[src/rtl/cpu_pkg.sv]
// Shared definitions for the 8-bit CPU: opcodes, control-word bit positions,
// T-state count and the control word type.
package cpu_pkg;

   localparam int NUM_STEPS = 5;
   localparam int CW_W      = 16;

   typedef logic [CW_W-1:0] ctrl_t;

   // Control word bit positions, MSB first.
   localparam int HLT = 15;
   localparam int MI  = 14;
   localparam int RI  = 13;
   localparam int RO  = 12;
   localparam int IO  = 11;
   localparam int II  = 10;
   localparam int AI  = 9;
   localparam int AO  = 8;
   localparam int EO  = 7;
   localparam int SU  = 6;
   localparam int BI  = 5;
   localparam int OI  = 4;
   localparam int CE  = 3;
   localparam int CO  = 2;
   localparam int J   = 1;
   localparam int FI  = 0;

   localparam logic [3:0] OP_NOP = 4'h0;
   localparam logic [3:0] OP_LDA = 4'h1;
   localparam logic [3:0] OP_ADD = 4'h2;
   localparam logic [3:0] OP_SUB = 4'h3;
   localparam logic [3:0] OP_STA = 4'h4;
   localparam logic [3:0] OP_LDI = 4'h5;
   localparam logic [3:0] OP_JMP = 4'h6;
   localparam logic [3:0] OP_JC  = 4'h7;
   localparam logic [3:0] OP_JZ  = 4'h8;
   localparam logic [3:0] OP_OUT = 4'hE;
   localparam logic [3:0] OP_HLT = 4'hF;

   function automatic ctrl_t cw_bit(input int idx);
      return ctrl_t'(1) << idx;
   endfunction

endpackage

[src/rtl/microcode_rom.sv]
// Combinational microcode table: (opcode, T-state, flags) -> control word.
// Steps 0 and 1 are the shared fetch; unlisted opcode/step pairs emit nothing.
module microcode_rom
   import cpu_pkg::*;
(
   input  logic [3:0] opcode,
   input  logic [2:0] step,
   input  logic       cf,
   input  logic       zf,
   output ctrl_t      ctrl
);

   always_comb begin
      ctrl = '0;
      case (step)
         3'd0: ctrl = cw_bit(CO) | cw_bit(MI);
         3'd1: ctrl = cw_bit(RO) | cw_bit(II) | cw_bit(CE);
         3'd2: begin
            case (opcode)
               OP_LDA, OP_ADD, OP_SUB, OP_STA: ctrl = cw_bit(IO) | cw_bit(MI);
               OP_LDI: ctrl = cw_bit(IO) | cw_bit(AI);
               OP_JMP: ctrl = cw_bit(IO) | cw_bit(J);
               // Flags are stable here: the ALU only updates them on fi.
               OP_JC:  if (cf) ctrl = cw_bit(IO) | cw_bit(J);
               OP_JZ:  if (zf) ctrl = cw_bit(IO) | cw_bit(J);
               OP_OUT: ctrl = cw_bit(AO) | cw_bit(OI);
               OP_HLT: ctrl = cw_bit(HLT);
               default: ctrl = '0;
            endcase
         end
         3'd3: begin
            case (opcode)
               OP_LDA:         ctrl = cw_bit(RO) | cw_bit(AI);
               OP_ADD, OP_SUB: ctrl = cw_bit(RO) | cw_bit(BI);
               OP_STA:         ctrl = cw_bit(AO) | cw_bit(RI);
               default:        ctrl = '0;
            endcase
         end
         3'd4: begin
            case (opcode)
               OP_ADD:  ctrl = cw_bit(EO) | cw_bit(AI) | cw_bit(FI);
               OP_SUB:  ctrl = cw_bit(EO) | cw_bit(AI) | cw_bit(SU) | cw_bit(FI);
               default: ctrl = '0;
            endcase
         end
         default: ctrl = '0;
      endcase
   end

endmodule

[src/rtl/control_unit.sv]
// Microcode sequencer: T-state counter, halt latch and output gating around
// the microcode ROM. Every instruction occupies all NUM_STEPS states.
module control_unit #(
   parameter int NUM_STEPS = cpu_pkg::NUM_STEPS,
   parameter int CW_W      = cpu_pkg::CW_W
) (
   input  logic            clk,
   input  logic            clr_n,
   input  logic [3:0]      opcode,
   input  logic            cf,
   input  logic            zf,
   output logic [CW_W-1:0] ctrl,
   output logic [2:0]      step,
   output logic            halted
);

   import cpu_pkg::ctrl_t;
   import cpu_pkg::HLT;
   import cpu_pkg::cw_bit;

   localparam logic [2:0] STEP_LAST = 3'(NUM_STEPS - 1);

   logic [2:0] r_step;
   logic       r_halted;
   ctrl_t      w_rom_ctrl;

   microcode_rom u_rom (
      .opcode (opcode),
      .step   (r_step),
      .cf     (cf),
      .zf     (zf),
      .ctrl   (w_rom_ctrl)
   );

   // Leaving HLT step 2 the counter lands on 3 and stays there until reset.
   always_ff @(posedge clk) begin
      if (!clr_n) begin
         r_step   <= 3'd0;
         r_halted <= 1'b0;
      end else if (!r_halted) begin
         if (r_step == 3'd2 && w_rom_ctrl[HLT]) begin
            r_halted <= 1'b1;
         end
         if (r_step == STEP_LAST) begin
            r_step <= 3'd0;
         end else begin
            r_step <= r_step + 3'd1;
         end
      end
   end

   always_comb begin
      ctrl = '0;
      if (!clr_n) begin
         ctrl = '0;
      end else if (r_halted) begin
         ctrl = cw_bit(HLT);
      end else begin
         ctrl = w_rom_ctrl;
      end
   end

   assign step   = r_step;
   assign halted = r_halted;

endmodule

[config.mk]
export PLATFORM = sky130hd
export DESIGN_NAME = control_unit
export DESIGN_NICKNAME = d
export VERILOG_FILES = /design/src/rtl/cpu_pkg.sv /design/src/rtl/microcode_rom.sv /design/src/rtl/control_unit.sv
export SDC_FILE = /design/constraint.sdc
export NUM_CORES = 1
export LEC_CHECK = 0
export ABC_AREA = 1
export CAP_MARGIN = 0
export CORE_MARGIN = 5
export CORE_UTILIZATION = 40
export DETAILED_ROUTE_END_ITERATION = 10
export PLACE_DENSITY = 0.77
export SETUP_SLACK_MARGIN = 0.5
export SLEW_MARGIN = 20
export SYNTH_ARGS = -nofsm -noshare
export SYNTH_HDL_FRONTEND = slang
export SYNTH_HIERARCHICAL = 1
export SYNTH_SLANG_ARGS = --single-unit
export TNS_END_PERCENT = 20
[constraint.sdc]
create_clock -name clk -period 2.05 [get_ports clk]
set_clock_uncertainty 0.2 [all_clocks]
set_input_delay 0.41 -clock clk [delete_from_list [all_inputs] [get_ports clk]]
set_output_delay 0.41 -clock clk [all_outputs]
set_load 0.01 [all_outputs]
==> metrics.md <==
| Metric | Value |
|---|---|
| Simple-gate portion of the synthesized area | `49.80%` |
| Max cap viols | `0` |
| RSZ-0062 raised after global routing | `true` |
| # rows | `14` |
| CTS Sinks | `4` |
| Gate power share | `53.9%` |
| Antenna viol nets, final | `0` |
| Int Pwr | `0.2555 mW` |
| CTS root buf | `clkbuf_4` |
| Mapped Cells | `124` |
| Drt pass-1 iters | `4` |
| Yosys warnings | `6` |
| Layout Cells excl Fill | `185` |
| Multiplexer share of the synthesized area | `0%` |
| Antenna violations before repair | `0` |
| Post-DP Area | `0.001042 sq mm` |
| Sequential power share | `22.2%` |
| Most common library cell in the layout ignoring fill and taps | `inv_1` |
| Die Area | `0.002486 sq mm` |
| Syn Area/Cell | `5.126 sq um` |
| Core ar. | `0.001506 sq mm` |
| Register area share after synthesis | `12.60%` |
| CP Max Fanout | `4` |
| Kind of critical path | `reg -> out` |
| Mapped Area | `635.6 sq um` |
| Boundary Pins | `28` |
| Leakage power | `0.5941 nW` |
| Post-synthesis cell type count | `19` |
| Outcome | `finished, final reports clean` |
| Synth-to-Final Area Change | `78.15%` |
| Pwr dens | `382.1 mW/mm^2` |
| Fraction of layout cells with a size suffix above 1 | `49.70%` |
| Sw Ratio | `40.95%` |
| Via count | `885` |
| Vias per cell | `4.784` |
| Clk pwr share | `23.9%` |
| Max VDD drop | `409.3 uV` |
| Die X | `49.86 um` |
| Final Cycle Share | `97.02%` |
| Initial Utilization | `42.19%` |
| Combinational family with the most area after synthesis | `simple AND/OR/NAND/NOR gates` |
| TritonCTS clock tree | `yes` |
| Final Setup Violations | `0` |
| Most frequent cells in the layout | `inv_1, nor2_1, nand2_1, buf_2, buf_4` |
| Port-buffer cells | `27` |
| Achievable Freq | `502.8 MHz` |
| Clock buffer depth | `2` |
| Syn nets | `135` |
| Drt total wl | `2096 um` |
| Residual overflow from global routing | `0` |
| Psw | `0.1772 mW` |
| Final Wtd Congestion | `0.7913` |
| Fin crit period | `1.989 ns` |
| Drt wl/cell | `11.33 um` |
| Tot GR Track Use | `16.83%` |
| Pin count of the biggest net entering global routing | `10` |
| Dpl ws | `-0.8006 ns` |
| Clk Latency, worst-skew pair | `0.24 ns` |
| Final worst slack | `0.06105 ns` |
| # placed instances | `177` |
| Max_slew headroom | `86.41%` |
| Post-Synth XOR/XNOR Area | `0%` |
| Antenna fix cells | `0` |
| Final hold viol count | `0` |
| Slew Viols, Final | `0` |
| First-pass GRT wire length | `3436 um` |
| Htree depth | `1` |
| Final nets | `182` |
| Critical Path RT | `1.44 ns` |
| WP data arrival | `1.38 ns` |
| Clk slew on worst S/H paths | `0.05 ns` |
| Hold buffer count at CTS | `0` |
| DRC viols | `0` |
| Critical Path Source Type | `flop` |
| Setup crit end kind | `output pin` |
| Worst-margin pin slew | `0.2031 ns` |
| Clock buffer count from CTS | `3` |
| Initial drt markers | `14` |
| Complex-gate fraction of the synthesized area | `6.890%` |
| Final HPWL DP | `1469 um` |
| Yosys reg bits | `4` |
| Worst hold-check path type | `reg -> reg` |
| Vias in the first global route | `834` |
| Fillers | `121` |
| Final instance area | `0.001132 sq mm` |
| Die height | `49.86 um` |
| Synth Area in Adders | `5.906%` |
==> cell type report <==
| class | count | area, sq um | share of cell area [%] |
|---|---|---|---|
| inverters | 34 | 150.1 | 13.26 |
| well taps | 16 | 20.02 | 1.768 |
| clock buffers | 3 | 22.52 | 1.989 |
| multi-input cells | 83 | 510.5 | 45.08 |
| repair buffers | 45 | 336.6 | 29.72 |
| flip-flops and latches | 4 | 92.59 | 8.177 |
==> synthesized netlist by cell type (all sizes together) <==
cell    number  area share, %
inv         34             20
nor2        34             20
nand2       26             17
nand3        9            7.9
a21oi        4            3.1
dfxtp        4             13
buf          3            4.7
ha           3            5.9
nor3         3            4.9
o21ai        2            1.6
o211ai       1            1.2
o22ai        1           0.98
==> worst max-delay path, stage by stage, from the launching register on <==
cell	delay, ns
dfxtp_4	0.35
nor3_4	0.24
buf_6	0.15
nand2_2	0.04
o211ai_1	0.09
inv_1	0.07
nor2_2	0.08
buf_2	0.13
==> power groups by stage <==
| stage | clock, mW | sequential [mW] | combinational, mW |
|---|---|---|---|
| after detailed placement | 0 | 0.0957 | 0.201 |
| after global placement | 0 | 0.0952 | 0.196 |
| after CTS | 0.106 | 0.0951 | 0.215 |
| after global routing | 0.110 | 0.0967 | 0.256 |
| final | 0.104 | 0.0959 | 0.233 |
| after floorplan | 0 | 0.104 | 0.0979 |
==> path summary, 6_finish.rpt <==
kind / start / end / slack [ns] / cells past startpoint
hold / removal: halted / step[1] / 0.31 / 2
setup reg to reg: step[0] / halted / 0.64 / 6
hold reg to reg: halted / step[1] / 0.31 / 2
setup / recovery: step[0] / ctrl[9] / 0.06 / 7
==> state kept, by name, indices dropped and copies added (netlist names) <==
name / flops
step: 3
halted: 1
==> cell families after synthesis <==
group,count (synthesis)
adders and majority gates,3
and+or+nand+nor,72
AOI/OAI and AO/OA,8
buffers and inverters,37
DFF,4
==> routing by layer <==
| layer | routed length (um) | part of all wire [%] | global-route usage [%] | up-vias |
|---|---|---|---|---|
| li1 | - | - | - | 459 |
| met1 | 824 | 39 | 17.72 | 393 |
| met2 | 1082 | 52 | 31.57 | 25 |
| met3 | 129 | 6.2 | 4.217 | 8 |
| met4 | 59 | 2.8 | 5.677 | 0 |
| met5 | 0 | 0 | 0 | - |
==> through the flow <==
stage                     total power, mW  utilization (%)  hold WS, ns  setup TNS [ns]
after global placement             0.2916            69.19       0.3356          -9.994
after detailed placement           0.2968            69.19       0.3367          -10.06
after CTS                          0.4162            71.59       0.3051       -0.001540
final                              0.4327            75.17       0.3097               0
after global routing               0.4627            75.17       0.3412        -0.04290
after floorplan                    0.2022                -       0.3154               0
==> what timing repair did <==
| action | CTS | global route |
|---|---|---|
| pin swaps | 28 | 13 |
| gates cloned | 0 | 0 |
| resized for setup | 121 | 14 |
| buffers inserted | 3 | 2 |
| endpoints found under the setup margin | 21 | 19 |
(Power assumes the default switching activity.)
